File: src/rtl/decimal_to_other_system_seq.sv
// Converts an unsigned binary value to a right-justified ASCII digit string in base 2..16.
// Each digit is produced by a W-cycle bit-serial restoring divide followed by one emit cycle.
module decimal_to_other_system_seq #(
  parameter int W      = 32,
  parameter int DIGITS = 16
) (
  input  logic                  clk,
  input  logic                  rst,
  input  logic                  start,
  input  logic [W-1:0]          value,
  input  logic [4:0]            base,
  output logic                  busy,
  output logic                  done,
  output logic                  err,
  output logic [8*DIGITS-1:0]   num_str
);

  localparam int CW = $clog2(W);
  localparam int KW = $clog2(DIGITS + 1);

  typedef enum logic [2:0] {
    S_IDLE,
    S_DIV,
    S_EMIT,
    S_DONE,
    S_ERR
  } state_t;

  state_t                state;
  state_t                state_next;
  logic [W-1:0]          quot;
  logic [4:0]            rem;
  logic [4:0]            base_r;
  logic [CW-1:0]         cnt;
  logic [KW-1:0]         k;
  logic [8*DIGITS-1:0]   work;
  logic [4:0]            trial;
  logic                  ge;
  logic [7:0]            ascii;
  logic                  accept;
  logic                  legal;
  logic                  last_slot;

  // done is high in the cycle after DONE/ERR, so a start seen then must be dropped
  assign accept    = start && !done;
  assign legal     = (base >= 5'd2) && (base <= 5'd16);
  assign trial     = {rem[3:0], quot[W-1]};
  assign ge        = (trial >= base_r);
  assign ascii     = (rem < 5'd10) ? (8'h30 + {3'b000, rem}) : (8'h37 + {3'b000, rem});
  assign last_slot = ((k + KW'(1)) == KW'(DIGITS));
  assign busy      = (state != S_IDLE);

  always_ff @(posedge clk) begin
    if (rst) begin
      state <= S_IDLE;
    end else begin
      state <= state_next;
    end
  end

  always_comb begin
    state_next = state;
    case (state)
      S_IDLE: begin
        if (accept) begin
          state_next = legal ? S_DIV : S_ERR;
        end
      end
      S_DIV: begin
        if (cnt == CW'(W - 1)) begin
          state_next = S_EMIT;
        end
      end
      S_EMIT: begin
        if (quot == '0) begin
          state_next = S_DONE;
        end else if (last_slot) begin
          state_next = S_ERR;
        end else begin
          state_next = S_DIV;
        end
      end
      S_DONE:  state_next = S_IDLE;
      S_ERR:   state_next = S_IDLE;
      default: state_next = S_IDLE;
    endcase
  end

  // Datapath: quot doubles as dividend shift register and quotient accumulator
  always_ff @(posedge clk) begin
    if (rst) begin
      quot    <= '0;
      rem     <= '0;
      base_r  <= '0;
      cnt     <= '0;
      k       <= '0;
      work    <= '0;
      done    <= 1'b0;
      err     <= 1'b0;
      num_str <= '0;
    end else begin
      done <= (state == S_DONE) || (state == S_ERR);
      case (state)
        S_IDLE: begin
          if (accept && legal) begin
            quot   <= value;
            base_r <= base;
            rem    <= '0;
            cnt    <= '0;
            k      <= '0;
            work   <= '0;
          end
        end
        S_DIV: begin
          quot <= {quot[W-2:0], ge};
          rem  <= ge ? (trial - base_r) : trial;
          cnt  <= cnt + CW'(1);
        end
        S_EMIT: begin
          for (int i = 0; i < DIGITS; i++) begin
            if (k == KW'(i)) begin
              work[8*i +: 8] <= ascii;
            end
          end
          k   <= k + KW'(1);
          rem <= '0;
          cnt <= '0;
        end
        S_DONE: begin
          num_str <= work;
          err     <= 1'b0;
        end
        S_ERR: begin
          num_str <= '0;
          err     <= 1'b1;
        end
        default: begin
        end
      endcase
    end
  end

endmodule

File: config.mk
export PLATFORM = sky130hd
export DESIGN_NAME = decimal_to_other_system_seq
export DESIGN_NICKNAME = d
export VERILOG_FILES = /design/src/rtl/decimal_to_other_system_seq.sv
export SDC_FILE = /design/constraint.sdc
export NUM_CORES = 1
export LEC_CHECK = 0
export ABC_AREA = 1
export CAP_MARGIN = 15
export CORE_MARGIN = 2
export CORE_UTILIZATION = 50
export DETAILED_ROUTE_END_ITERATION = 6
export PLACE_DENSITY = 0.75
export SYNTH_ARGS = -nofsm -noshare
export SYNTH_HDL_FRONTEND = slang
export SYNTH_SLANG_ARGS = --single-unit
File: constraint.sdc
create_clock -name clk -period 2.8 [get_ports clk]
set_input_delay 0.56 -clock clk [delete_from_list [all_inputs] [get_ports clk]]
set_output_delay 0.56 -clock clk [all_outputs]
set_load 0.03 [all_outputs]
==> results of run 1 <==
-- power by group through the flow --
stage / Combinational (mW) / Clock, mW / Sequential (mW)
2_1_floorplan: 2.06 / 0 / 4.72
5_1_grt: 3.08 / 3.94 / 4.77
4_1_cts: 2.69 / 3.78 / 4.72
3_3_place_gp: 2.60 / 0 / 4.79
3_5_place_dp: 2.67 / 0 / 4.80
6_report: 2.71 / 3.73 / 4.73
-- cell type report --
cell class | count | area share, %
clock inverters | 9 | 0.706
inverters | 80 | 2.16
repair buffers | 179 | 12.9
flip-flops and latches | 281 | 40.2
clock buffers | 41 | 5.86
multi-input cells | 1140 | 35.6
well taps | 285 | 2.55
-- worst min-delay path, stage by stage (launching register included) --
cell and delay [ns]:
dfxtp_1 0.31, inv_1 0.05, a21oi_1 0.05
-- kinds of logic after synthesis --
logic type	count (synthesis)	synth area share, %
other	1	0.0331
AOI/OAI and AO/OA	342	15.1
adders and majority gates	14	1.61
and+or+nand+nor	766	26.6
DFF	281	49.6
buffers and inverters	180	6.90
xor gates and xnor gates	2	0.154
-- cells in the mapped netlist --
| master | count |
|---|---|
| nand2_1 | 517 |
| dfxtp_1 | 281 |
| a21oi_1 | 260 |
| nor2_1 | 179 |
| inv_1 | 72 |
| o21ai_0 | 71 |
| clkbuf_1 | 49 |
| nand3_1 | 37 |
| buf_2 | 29 |
| buf_4 | 17 |
| ha_1 | 13 |
| nand2_2 | 11 |
| o21ai_1 | 10 |
| nand4_1 | 8 |
| inv_2 | 6 |
| nor2_2 | 5 |
| buf_1 | 4 |
| nand3b_1 | 3 |
| clkinv_1 | 2 |
| nor2_4 | 2 |
| nor3_1 | 2 |
| or2_2 | 2 |
| xor2_1 | 2 |
| a21oi_2 | 1 |
| buf_6 | 1 |
| conb_1 | 1 |
| fa_1 | 1 |
-- placed cells by master, fill, tap and decap left out, drive strengths merged --
| cell type | instances |
|---|---|
| nand3 | 37 |
| dlymetal6s2s | 1 |
| o21ai | 81 |
| a21oi | 261 |
| inv | 79 |
| fa | 1 |
| nand3b | 3 |
| clkdlybuf4s50 | 152 |
| ha | 13 |
| xor2 | 2 |
| or2 | 2 |
| nand4 | 8 |
| bufinv | 2 |
| clkinv | 8 |
| conb | 16 |
| dfxtp | 281 |
| nor3 | 2 |
| nor2 | 186 |
| buf | 26 |
| nand2 | 528 |
| clkbuf | 41 |
-- registers in the layout, summed over array words and instances, names as in the netlist --
signal	count
cnt	5
quot	32
work	112
done	1
num_str	112
err	1
state	3
base_r	5
rem	5
k	5
-- final timing paths --
path,startpoint,endpoint,cells after the start
worst max-delay path,state[0],busy,5
worst min-delay path,base_r[0],base_r[0],2
worst max register to register,state[1],work[42],7
worst min register to register,base_r[0],base_r[0],2
-- per-layer routing --
layer	up-vias	part of all wire [%]	global-route usage [%]
met2	268	47	37.9
met5	-	0	0
met1	4757	46	30.8
met3	38	5.4	3.28
met4	0	1.3	4.89
li1	5293	-	-
-- through the flow --
| step | instance area (um^2) | power (mW) |
|---|---|---|
| after CTS | 14000 | 11.2 |
| after detailed placement | 13100 | 7.47 |
| after global routing | 14000 | 11.8 |
| after floorplan | 11400 | 6.78 |
| after global placement | 13100 | 7.39 |
| final | 14000 | 11.2 |
==> impl_metrics.tcl, run 1 <==
set metrics [dict create \
    relSlewSlack_pct 36.7 \
    start_kind "register" \
    whs_ns 0.458 \
    port_buffers 154 \
    p_comb_share_pct 24.2 \
    fillers 2040 \
    final_antenna_net_count 0 \
    yosysTopAreaCell "dfxtp_1" \
    wl_mm 27.8 \
    vdd_drop_max_v 0.000543 \
    ys_seq_area_share_pct 49.6 \
    rsz0062_at_grt "false" \
    hold_class "reg -> reg" \
    row_count 55 \
    holdBufCountCts 0 \
    grt.total_usage_pct 22.5 \
    antenna_found_initial 0 \
    clock_sinks 281 \
    crit_buf_inv 3 \
    cp_top_family "buffers and inverters" \
    setup_viol 0 \
    yosys_warnings 0 \
    netlist.area_leader.share_pct 49.6 \
    drt_iter0_markers 615 \
    setup_tns_ns 0 \
    cts_resized 0 \
    placedCellCount 1965 \
    finalNonFillerCells 2015 \
    critPathSlowestCell "dfxtp_1" \
    slowest_delay_ns 0.36 \
    io_pins 171 \
    internal-power_mw 7.50 \
    power.switching_mw 3.66 \
    via_per_inst 5.14 \
    cts_tree "done" \
    finalCritPeriodShare_pct 85.7 \
    arrival_ns 1.84 \
    regArea_um2 5630 \
    crit_fanout 14 \
    post-route-util_pct 62.4 \
    grt_pass1_wl_mm 45.6 \
    dieArea_um2 23900 \
    dr_total_vias 10400 \
    p_seq_share_pct 42.4 \
    finalHoldViolCount 0 \
    cts_made_buffers 29 \
    grt_max_degree 201 \
    layout_setup_ws_ns 0.401 \
    maxCapViolCount 0 \
    syn_area_um2 11300 \
    power.leakage_nw 5.41 \
    clk_latency_ns 0.54 \
    netSwitchingFraction_pct 32.8 \
    fmax_mhz 417 \
    post_cts_buffers 0 \
    cts_max_level 1 \
    drive_gt1_share_pct 5.72 \
    area_delta_synth_final_pct 23.4 \
    wl_per_cell_um 13.8 \
    p_clk_share_pct 33.4 \
    drv_slew 0 \
    fin_skew_ns 0.00868 \
    core-area_um2 22400 \
    min_period_ns 2.40 \
    path_class "reg -> out" \
    cp_common_cell "nor2_4" \
    globalRouteOverflowTotal 0 \
    drc 0 \
    hpwl_mm 18.2 \
    place.gp.congestion 0.858 \
    ys_ff_latch 281 \
    die_x_um 155 \
    cp.required_ns 2.24 \
    drtPass1Iterations 7 \
    grt_pass1_vias 9592 \
    postSynthCellCount 1586 \
    dieHeight_um 155 \
    ys_top_cells_by_area "dfxtp_1, nand2_1, a21oi_1" \
    end_kind "output pin" \
    clockBufferDepth 3 \
    clk_pin_slew_ns 0.06 \
    multi_input_area_um2 4990 \
    max_slew.worst_pin.slew_ns 0.949 \
    syn_area_per_cell_um2 7.15 \
    nNetsFinal 1765 \
    n_antenna_cell 0 \
    synth.distinct_cells 27 \
    powerDensity_nw_per_um2 797 \
    initial_core_util_pct 50.6 \
    post-place-ws_ns 0.243 \
    status "finished, final reports clean" \
    cts-root-buf "clkbuf_16" \
    ff2ff_setup_slack_ns 0.65 \
    worstPathCellList "nor2_4 > inv_2 > nor2_4 > inv_1 > dlymetal6s2s_1" \
]
(Power assumes the default switching activity.)
==> inputs of run 2 (changes only) <==
Settings changed: SETUP_SLACK_MARGIN set to 0.15.
==> impl_metrics.tcl, run 2 (synthesis results as in run 1) <==
set metrics [dict create \
    core-area_um2 22400 \
    status "finished, final reports clean" \
    via_per_inst 5.14 \
    post-place-ws_ns 0.243 \
    wl_mm 27.8 \
    antenna_found_initial 0 \
    port_buffers 154 \
    post_cts_buffers 0 \
    drc 0 \
    final_common_cell "nand2_1" \
    max_slew.worst_pin.slew_ns 0.947 \
    setup_viol 0 \
    power_mw 11.2 \
    clock_sinks 281 \
    hpwl_mm 18.2 \
    vdd_drop_max_v 0.000541 \
    dieHeight_um 155 \
    nNetsFinal 1765 \
    drv_slew 0 \
    place.gp.congestion 0.858 \
    globalRouteOverflowTotal 0 \
    cts-root-buf "clkbuf_16" \
    n_antenna_cell 0 \
    hold_class "reg -> reg" \
    path_class "reg -> out" \
    placedCellCount 1965 \
    cts_tree "done" \
    setup_tns_ns 0 \
    cts_made_buffers 29 \
    grt_max_degree 201 \
    fmax_mhz 398 \
    final_antenna_net_count 0 \
    maxCapViolCount 0 \
    area_delta_synth_final_pct 23.4 \
    row_count 55 \
    end_kind "output pin" \
    start_kind "register" \
    clk_latency_ns 0.54 \
    arrival_ns 1.95 \
    min_period_ns 2.51 \
    dr_total_vias 10400 \
    finalCritPeriodShare_pct 89.8 \
    io_pins 171 \
    crit_fanout 14 \
    dieArea_um2 23900 \
    powerDensity_nw_per_um2 797 \
    rsz0062_at_grt "false" \
    wl_per_cell_um 13.8 \
    post-route-util_pct 62.4 \
    layout_common_cells "nand2_1, dfxtp_1, a21oi_1" \
    clk_pin_slew_ns 0.06 \
    clockBufferDepth 3 \
    power.leakage_nw 5.39 \
    finalHoldViolCount 0 \
    layout_setup_ws_ns 0.286 \
    grt_pass1_wl_mm 45.6 \
    drive_gt1_share_pct 5.72 \
    grt_pass1_vias 9592 \
    relSlewSlack_pct 36.8 \
    drtPass1Iterations 6 \
    initial_core_util_pct 50.6 \
    drt_iter0_markers 615 \
    finalNonFillerCells 2015 \
    reg_top3 "num_str x112, work x112, quot x32" \
    fin_skew_ns 0.00873 \
    die_x_um 155 \
    cts_max_level 1 \
    cp.required_ns 2.24 \
    grt.total_usage_pct 22.5 \
]
-- run 2: worst max-delay path, cell delays in order, from the launching register on --
cell,delay [ns]
dfxtp_1,0.37
nor2_4,0.24
inv_2,0.19
nor2_4,0.20
inv_1,0.06
dlygate4sd2_1,0.35
-- run 2: power breakdown --
group | leakage, nW | internal [mW] | switching [mW]
combinational | 2.66 | 0.850 | 1.85
sequential | 2.28 | 4.44 | 0.290
clock | 0.458 | 2.21 | 1.52
total | 5.39 | 7.50 | 3.66
-- run 2: final cells by class --
type	instances	area, um^2
clock inverters	9	98.8
inverters	80	303
multi-input cells	1140	4990
clock buffers	41	821
repair buffers	179	1800
fillers	2042	8430
flip-flops and latches	281	5630
well taps	285	357
-- run 2: what timing repair did --
item	in CTS	in global routing
resized for setup	1	0
hold buffers	0	0
setup endpoints to repair	1	0
-- run 2: path summary, 6_finish.rpt --
check / end / cells after the start / slack [ns] / start
max reg2reg: work[42] / 7 / 0.65 / state[1]
min: base_r[0] / 2 / 0.46 / base_r[0]
max: busy / 5 / 0.29 / state[0]
min reg2reg: base_r[0] / 2 / 0.46 / base_r[0]
-- run 2: per-stage QoR --
stage	hold slack, ns	area [um^2]
after floorplan	0.427	11400
after global placement	0.447	13100
after detailed placement	0.448	13100
after CTS	0.457	14000
after global routing	0.473	14000
final	0.458	14000
-- run 2: layer usage --
layer | global-route usage [%] | part of all wire [%] | vias up | routed length, um
met4 | 4.89 | 1.3 | 0 | 359
met3 | 3.28 | 5.4 | 38 | 1510
met2 | 37.9 | 47 | 268 | 13100
met1 | 30.8 | 46 | 4755 | 12900
met5 | 0 | 0 | - | 0
li1 | - | - | 5292 | -
==> inputs of run 3 (changes only) <==
Settings changed: CORE_MARGIN 2 to 1, CORE_UTILIZATION 50 to 30, PLACE_DENSITY 0.75 to not set.
Clock period 2.8 ns to 2.93 ns, I/O delays scaled along.
==> impl_metrics.tcl, run 3 (synthesis results as in run 1) <==
set metrics [dict create \
    grt_pass1_vias 9640 \
    arrival_ns 1.93 \
    power.leakage_nw 5.42 \
    end_kind "output pin" \
    drv_slew 0 \
    clock_sinks 281 \
    holdBufCountCts 0 \
    cts_max_level 1 \
    cts-root-buf "clkbuf_16" \
    setup_tns_ns 0 \
    reg_top3 "num_str x112, work x112, quot x32" \
    fmax_mhz 397 \
    min_period_ns 2.52 \
    row_count 70 \
    dieHeight_um 196 \
    final_antenna_net_count 0 \
    wl_mm 30.9 \
    port_buffers 154 \
    drive_gt1_share_pct 6.00 \
    m1WireLength_mm 14.6 \
    area_delta_synth_final_pct 26.3 \
    clk_pin_slew_ns 0.06 \
    io_pins 171 \
    grt.total_usage_pct 15.6 \
    post-route-util_pct 38.9 \
    highest_layer "met4" \
    clk_latency_ns 0.55 \
    finalCritPeriodShare_pct 86.0 \
    grt_pass1_wl_mm 49.2 \
    cts_tree "done" \
    status "finished, final reports clean" \
    dieArea_um2 38600 \
    fillers 3863 \
    crit_fanout 14 \
    hold_class "in -> reg" \
    n_antenna_cell 0 \
    globalRouteOverflowTotal 0 \
    fin_skew_ns 0.0105 \
    powerDensity_nw_per_um2 765 \
    relSlewSlack_pct 35.7 \
    route.met3.wl_mm 1.68 \
    start_kind "register" \
    drtPass1Iterations 5 \
    met2_length_mm 14.2 \
    initial_core_util_pct 30.8 \
    nNetsFinal 1764 \
    hpwl_mm 20.9 \
    cp.required_ns 2.34 \
    dr_total_vias 10200 \
    final_common_cell "nand2_1" \
    die_x_um 196 \
    finalHoldViolCount 0 \
    layout_common_cells "nand2_1, dfxtp_1, a21oi_1" \
    cts_made_buffers 30 \
    postPlaceCellArea_um2 13300 \
    clockBufferDepth 3 \
    grt_max_degree 99 \
    drc 0 \
    wl_per_cell_um 13.8 \
    setup_viol 0 \
    final_area_um2 14300 \
    via_per_inst 4.58 \
    core-area_um2 36900 \
    place.gp.congestion 0.820 \
    maxCapViolCount 0 \
    drt_iter0_markers 531 \
    post_cts_buffers 0 \
    vdd_drop_max_v 0.000431 \
    path_class "reg -> out" \
    rsz0062_at_grt "false" \
    max_slew.worst_pin.slew_ns 0.964 \
    antenna_found_initial 0 \
]
## run 3: path summary, 6_finish.rpt
check	slack, ns	end	from	cells past startpoint
setup / recovery	0.41	busy	state[0]	5
hold / removal	0.40	cnt[0]	rst	2
setup reg to reg	0.67	work[123]	state[1]	7
hold reg to reg	0.46	num_str[101]	num_str[101]	2
## run 3: what timing repair did
item                                    CTS  global route
endpoints found under the setup margin    1             0
hold endpoints to repair                  0             0
gates resized for setup                   2             0
## run 3: final cells by class
| class | count | area, um^2 | share of cell area [%] |
|---|---|---|---|
| multi-input combinational | 1140 | 4990 | 34.8 |
| clock inverter | 17 | 195 | 1.36 |
| sequential | 281 | 5630 | 39.3 |
| tap | 504 | 631 | 4.40 |
| clock buffer | 37 | 818 | 5.71 |
| inverter | 80 | 305 | 2.13 |
| timing repair buffer | 177 | 1760 | 12.3 |
## run 3: through the flow
stage / std cells / setup WS, ns / power (mW) / hold WS (ns)
2_1_floorplan: 1601 / 1.19 / 6.48 / 0.427
3_3_place_gp: 2182 / 0.250 / 7.10 / 0.444
3_5_place_dp: 2182 / 0.193 / 7.17 / 0.451
4_1_cts: 2236 / 0.383 / 11.1 / 0.373
5_1_grt: 2236 / 0.301 / 11.6 / 0.398
6_report: 2236 / 0.411 / 11.0 / 0.401
## run 3: power breakdown
group | switching (mW) | internal (mW) | total, mW | leakage [nW]
Sequential | 0.282 | 4.24 | 4.53 | 2.28
Clock | 1.53 | 2.33 | 3.86 | 0.505
Combinational | 1.78 | 0.794 | 2.58 | 2.64
Total | 3.60 | 7.36 | 11.0 | 5.42
## run 3: worst max-delay path: stages, from the launching register on
cell,delay [ns]
dfxtp_1,0.37
nor2_4,0.23
inv_4,0.14
nor2_4,0.18
inv_1,0.10
dlygate4sd2_1,0.36
## run 3: layer usage
layer	vias up	track usage, %
li1	5297	-
met1	4669	21.0
met2	232	25.9
met3	36	2.58
met4	0	3.44
met5	-	0
==> edit 1, RTL diff (settings of run 1) <==
Encoding of `state_t`: now one-hot (5 bits for 5 states).
--- a/src/rtl/decimal_to_other_system_seq.sv
+++ b/src/rtl/decimal_to_other_system_seq.sv
@@ -18,12 +18,12 @@
   localparam int CW = $clog2(W);
   localparam int KW = $clog2(DIGITS + 1);
 
-  typedef enum logic [2:0] {
-    S_IDLE,
-    S_DIV,
-    S_EMIT,
-    S_DONE,
-    S_ERR
+  typedef enum logic [4:0] {
+    S_IDLE = 5'b00001,
+    S_DIV  = 5'b00010,
+    S_EMIT = 5'b00100,
+    S_DONE = 5'b01000,
+    S_ERR  = 5'b10000
   } state_t;
 
   state_t                state;
Function: same outputs for any inputs over 10 cycles, from zero or initial values and one cycle with rst high; not proved beyond that.
==> edit 1 against run 1 <==
Total power is 9.4% lower. First-iteration DRC count up 5.9%. Global-route usage rose by 0.17 points. Maximum frequency is 1.6% lower. Setup slack worse by 0.040 ns. Cell area up 2.8%. Area after synthesis up 2.7%. Largest cell class unchanged. Critical path depth is 2 lower. Register-to-register slack improved by 0.17 ns. Final cell count rose by 2.3%. Count of clock-buffer cells in the layout decreased by 2. Routed wire length up 1.2%. Sequential cell count grew 2. Clock power rose by 9.9%.
==> edit 1: results (changes against run 1) <==
Run status
  • Status: completed

Cells and area
  • Filler instances: 2015 (-1.2%)
  • Layout cell share with drive strength beyond 1: 6.29% (+0.57 points)
  • Final Non-Filler Cells: 2062 (+2.3%)
  • Multi-input logic area: 5010 um^2 (+0.45%)

GRT
  • Pin count of the biggest net entering global routing: 97 (-52%)
  • GRT Total Usage: 22.7% (+0.17 points)

Setup path
  • Reg2reg start: rem[0]$_SDFFE_PP0P_
  • Max FO, Critical Path: 5 (-9)
  • Crit-path slowest cell: clkdlybuf4s50_1
  • Critical Path AT: 1.88 ns (+0.04 ns)
  • Beginning of the critical path: state[2]$_SDFFE_PP0P_
  • Reg-to-reg endpoint: work[76]$_SDFFE_PP0P_
  • Max incr delay on CP: 0.67 ns (+0.31 ns)

Pwr
  • Maximum VDD drop: 0.362 mV (-33%)

Min path
  • Beginning of the worst hold path: rst
  • Hold Crit Class: input port to register

Synthesis
  • Most frequent cells after synthesis: nand2_1, nor2_1, dfxtp_1
  • Largest cells by area after synthesis: dfxtp_1, nand2_1, nor2_1, a21oi_1, inv_1
  • Syn avg cell area: 7.25 um^2 (+1.3%)

Placement
  • Gpl congestion: 0.817 (-4.8%)
  • Placed insts: 2009 (+2.2%)
  • Post-DP Area: 13400 um^2 (+2.2%)

Timing
  • Slew headroom: 31.5% (-5.2 points)
  • Worst hold slack: 0.304 ns (-0.154 ns)
  • Final setup skew: 0.00677 ns (-0.00191 ns)

Route
  • Total number of vias: 10466 (+1.1%)
  • Pre-antenna DRT Iters: 5 (-2)
  • Final wirelength: 28100 um (+1.2%)
==> edit 1: area by class of cell <==
type	count	share of cell area [%]
repair buffers	181	12.4
inverters	137	3.61
multi-input cells	1095	34.8
clock inverters	14	1.44
flip-flops and latches	283	39.3
clock buffers	39	5.72
well taps	313	2.72
==> edit 1: cells by family after synthesis <==
group           Yosys count  share of synthesized area [%]
other cells               1                         0.0322
fa+ha+maj                14                           1.57
flops                   283                           48.6
compound gates          266                           12.7
simple gates            795                           27.9
buf+inv                 245                           8.89
xor+xnor                  4                          0.301
==> edit 1: where the power goes <==
part	switching, mW	internal (mW)
combinational	1.01	0.490
sequential	0.165	4.35
clock	1.58	2.52
total	2.75	7.36
==> edit 1: metal layers <==
metal | vias to the layer above | wire [um] | GRT usage [%]
met5 | - | 0 | 0
met1 | 4788 | 12800 | 30.5
met2 | 286 | 13300 | 38.5
met4 | 0 | 472 | 5.37
met3 | 47 | 1570 | 3.38
li1 | 5345 | - | -
==> edit 2, RTL diff (settings of run 1) <==
Without the edit above. The parameter `W` goes from 32 to 16.
--- a/src/rtl/decimal_to_other_system_seq.sv
+++ b/src/rtl/decimal_to_other_system_seq.sv
@@ -1,7 +1,7 @@
 // Converts an unsigned binary value to a right-justified ASCII digit string in base 2..16.
 // Each digit is produced by a W-cycle bit-serial restoring divide followed by one emit cycle.
 module decimal_to_other_system_seq #(
-  parameter int W      = 32,
+  parameter int W      = 16,
   parameter int DIGITS = 16
 ) (
   input  logic                  clk,
Ports: changed (resized value); port bits go from 171 to 155. The function was not compared with the original's and may differ.
==> edit 2 against run 1 <==
Count of clock-buffer cells in the layout decreased by 2. Area after synthesis decreased by 4.2%. Cell area decreased by 5.5%. Non-clock buffer count decreased by 23. Register-to-register slack got worse by 0.20 ns. Routed wire length decreased by 4.8%. Sequential share of layout area decreased by 0.21 points. Combinational power increased by 34%. Maximum frequency about the same. Setup slack got worse by 0.0019 ns. Sequential cell count decreased by 17. Total power increased by 7.1%. Critical path type unchanged. Largest cell class unchanged. Highest routed layer unchanged.
==> edit 2: results (changes against run 1) <==
Cells and area
  • Layout Nets: 1601 (-9.3%)
  • Layout cell share with drive strength beyond 1: 6.44% (+0.72 points)
  • Regs by FF count: num_str (112), work (112), quot (16)

Clock network
  • Postcts setup bufs: 0 (unchanged)
  • CTS buffer count: 27 (-6.9%)

Run status
  • Status: completed

Placement
  • Buffers on Ports: 138 (-10%)
  • Post-DP HPWL: 17000 um (-6.8%)
  • Gpl congestion: 0.839 (-2.3%)

Timing
  • Slew headroom: 42.2% (+5.5 points)
  • Final setup skew: 0.00843 ns (-0.000251 ns)

Pwr
  • Leakage power: 4.90 nW (-9.4%)
  • Maximum VDD drop: 0.558 mV (+2.8%)

Route
  • Initial DRC count: 616 (+0.16%)
  • Final wirelength: 26500 um (-4.8%)
  • Pre-antenna DRT Iters: 5 (-2)
  • Total number of vias: 9954 (-3.9%)

GRT
  • GRT Total Usage: 22.7% (+0.18 points)
  • Grt met1 use: 30.2% (-0.61 points)
  • Pin count of the biggest net entering global routing: 178 (-11%)
  • Met3 Track Usage GR: 4.07% (+0.79 points)
  • GR Layer Usage met2: 37.9% (-0.053 points)
  • Global-route wire length before repair: 42900 um (-5.9%)
  • Number of global-route vias before repair: 8891 (-7.3%)

Setup path
  • Max FO, Critical Path: 15 (+1)
  • R2R depth: 6 (-1)
  • Crit-path slowest cell: dfxtp_1
  • Max incr delay on CP: 0.38 ns (+0.02 ns)
  • Type of origin of the critical path: register
  • Beginning of the critical path: state[2]$_SDFFE_PP0P_

Synthesis
  • Most frequent cells after synthesis: nand2_1, dfxtp_1, a21oi_1
  • Largest cells by area after synthesis: dfxtp_1, nand2_1, a21oi_1, nand3_1, nor2_1
  • Post-synthesis cell type count: 33 (+22%)
  • Sequential element share of the synthesized area: 48.7% (-0.94 points)

Min path
  • Beginning of the worst hold path: num_str[92]$_SDFFE_PP0P_
==> edit 2: path summary, 6_finish.rpt <==
path / endpoint / slack (ns)
setup / recovery: busy / 0.40
hold / removal: num_str[92]$_SDFFE_PP0P_ / 0.46
setup reg to reg: quot[0]$_SDFFE_PP0P_ / 0.45
hold reg to reg: num_str[92]$_SDFFE_PP0P_ / 0.46
==> edit 2: final cells by class <==
| cell class | instances | area, um^2 |
|---|---|---|
| clock buffer | 39 | 791 |
| timing repair buffer | 156 | 1580 |
| tap | 275 | 344 |
| multi-input combinational | 1044 | 4860 |
| clock inverter | 9 | 103 |
| inverter | 71 | 270 |
| fill | 1860 | 7920 |
| sequential | 264 | 5290 |
==> edit 2: cells by family (layout without fill, tap and decap cells) <==
| kind of cell | Yosys count | after routing | share of synthesized area (%) |
|---|---|---|---|
| AOI/OAI and AO/OA | 317 | 317 | 15.1 |
| DFF | 264 | 264 | 48.7 |
| other | 1 | 16 | 0.0345 |
| buffers and inverters | 180 | 275 | 7.31 |
| and+or+nand+nor | 696 | 696 | 27.1 |
| adders and majority gates | 13 | 13 | 1.57 |
| xor gates and xnor gates | 2 | 2 | 0.161 |
==> edit 2: per-stage QoR <==
step | instances | instance area [um^2] | utilization (%) | total power [mW] | setup WS (ns)
6_report | 1858 | 13200 | 62.6 | 12.0 | 0.399
5_1_grt | 1858 | 13200 | 62.6 | 12.8 | 0.143
4_1_cts | 1858 | 13200 | 62.5 | 12.0 | 0.00121
3_5_place_dp | 1810 | 12300 | 58.3 | 8.41 | 0.276
3_3_place_gp | 1810 | 12300 | 58.3 | 8.31 | 0.319
2_1_floorplan | 1488 | 10900 | - | 7.61 | 1.08
==> edit 2: worst min-delay path, delay by kind of cell (launching register included) <==
kind               cells  cell delay [ns]
DFF                    1             0.31
and+or+nand+nor        1             0.06
AOI/OAI and AO/OA      1             0.05
==> edit 2: power by group <==
group | internal, mW | switching [mW]
clock network | 2.14 | 1.44
registers | 4.34 | 0.407
logic | 1.14 | 2.50
==> edit 2: layer usage <==
metal | wire (um) | share of wire (%)
met2 | 12600 | 48
met3 | 1670 | 6.3
met1 | 11600 | 44
met4 | 561 | 2.1
met5 | 0 | 0
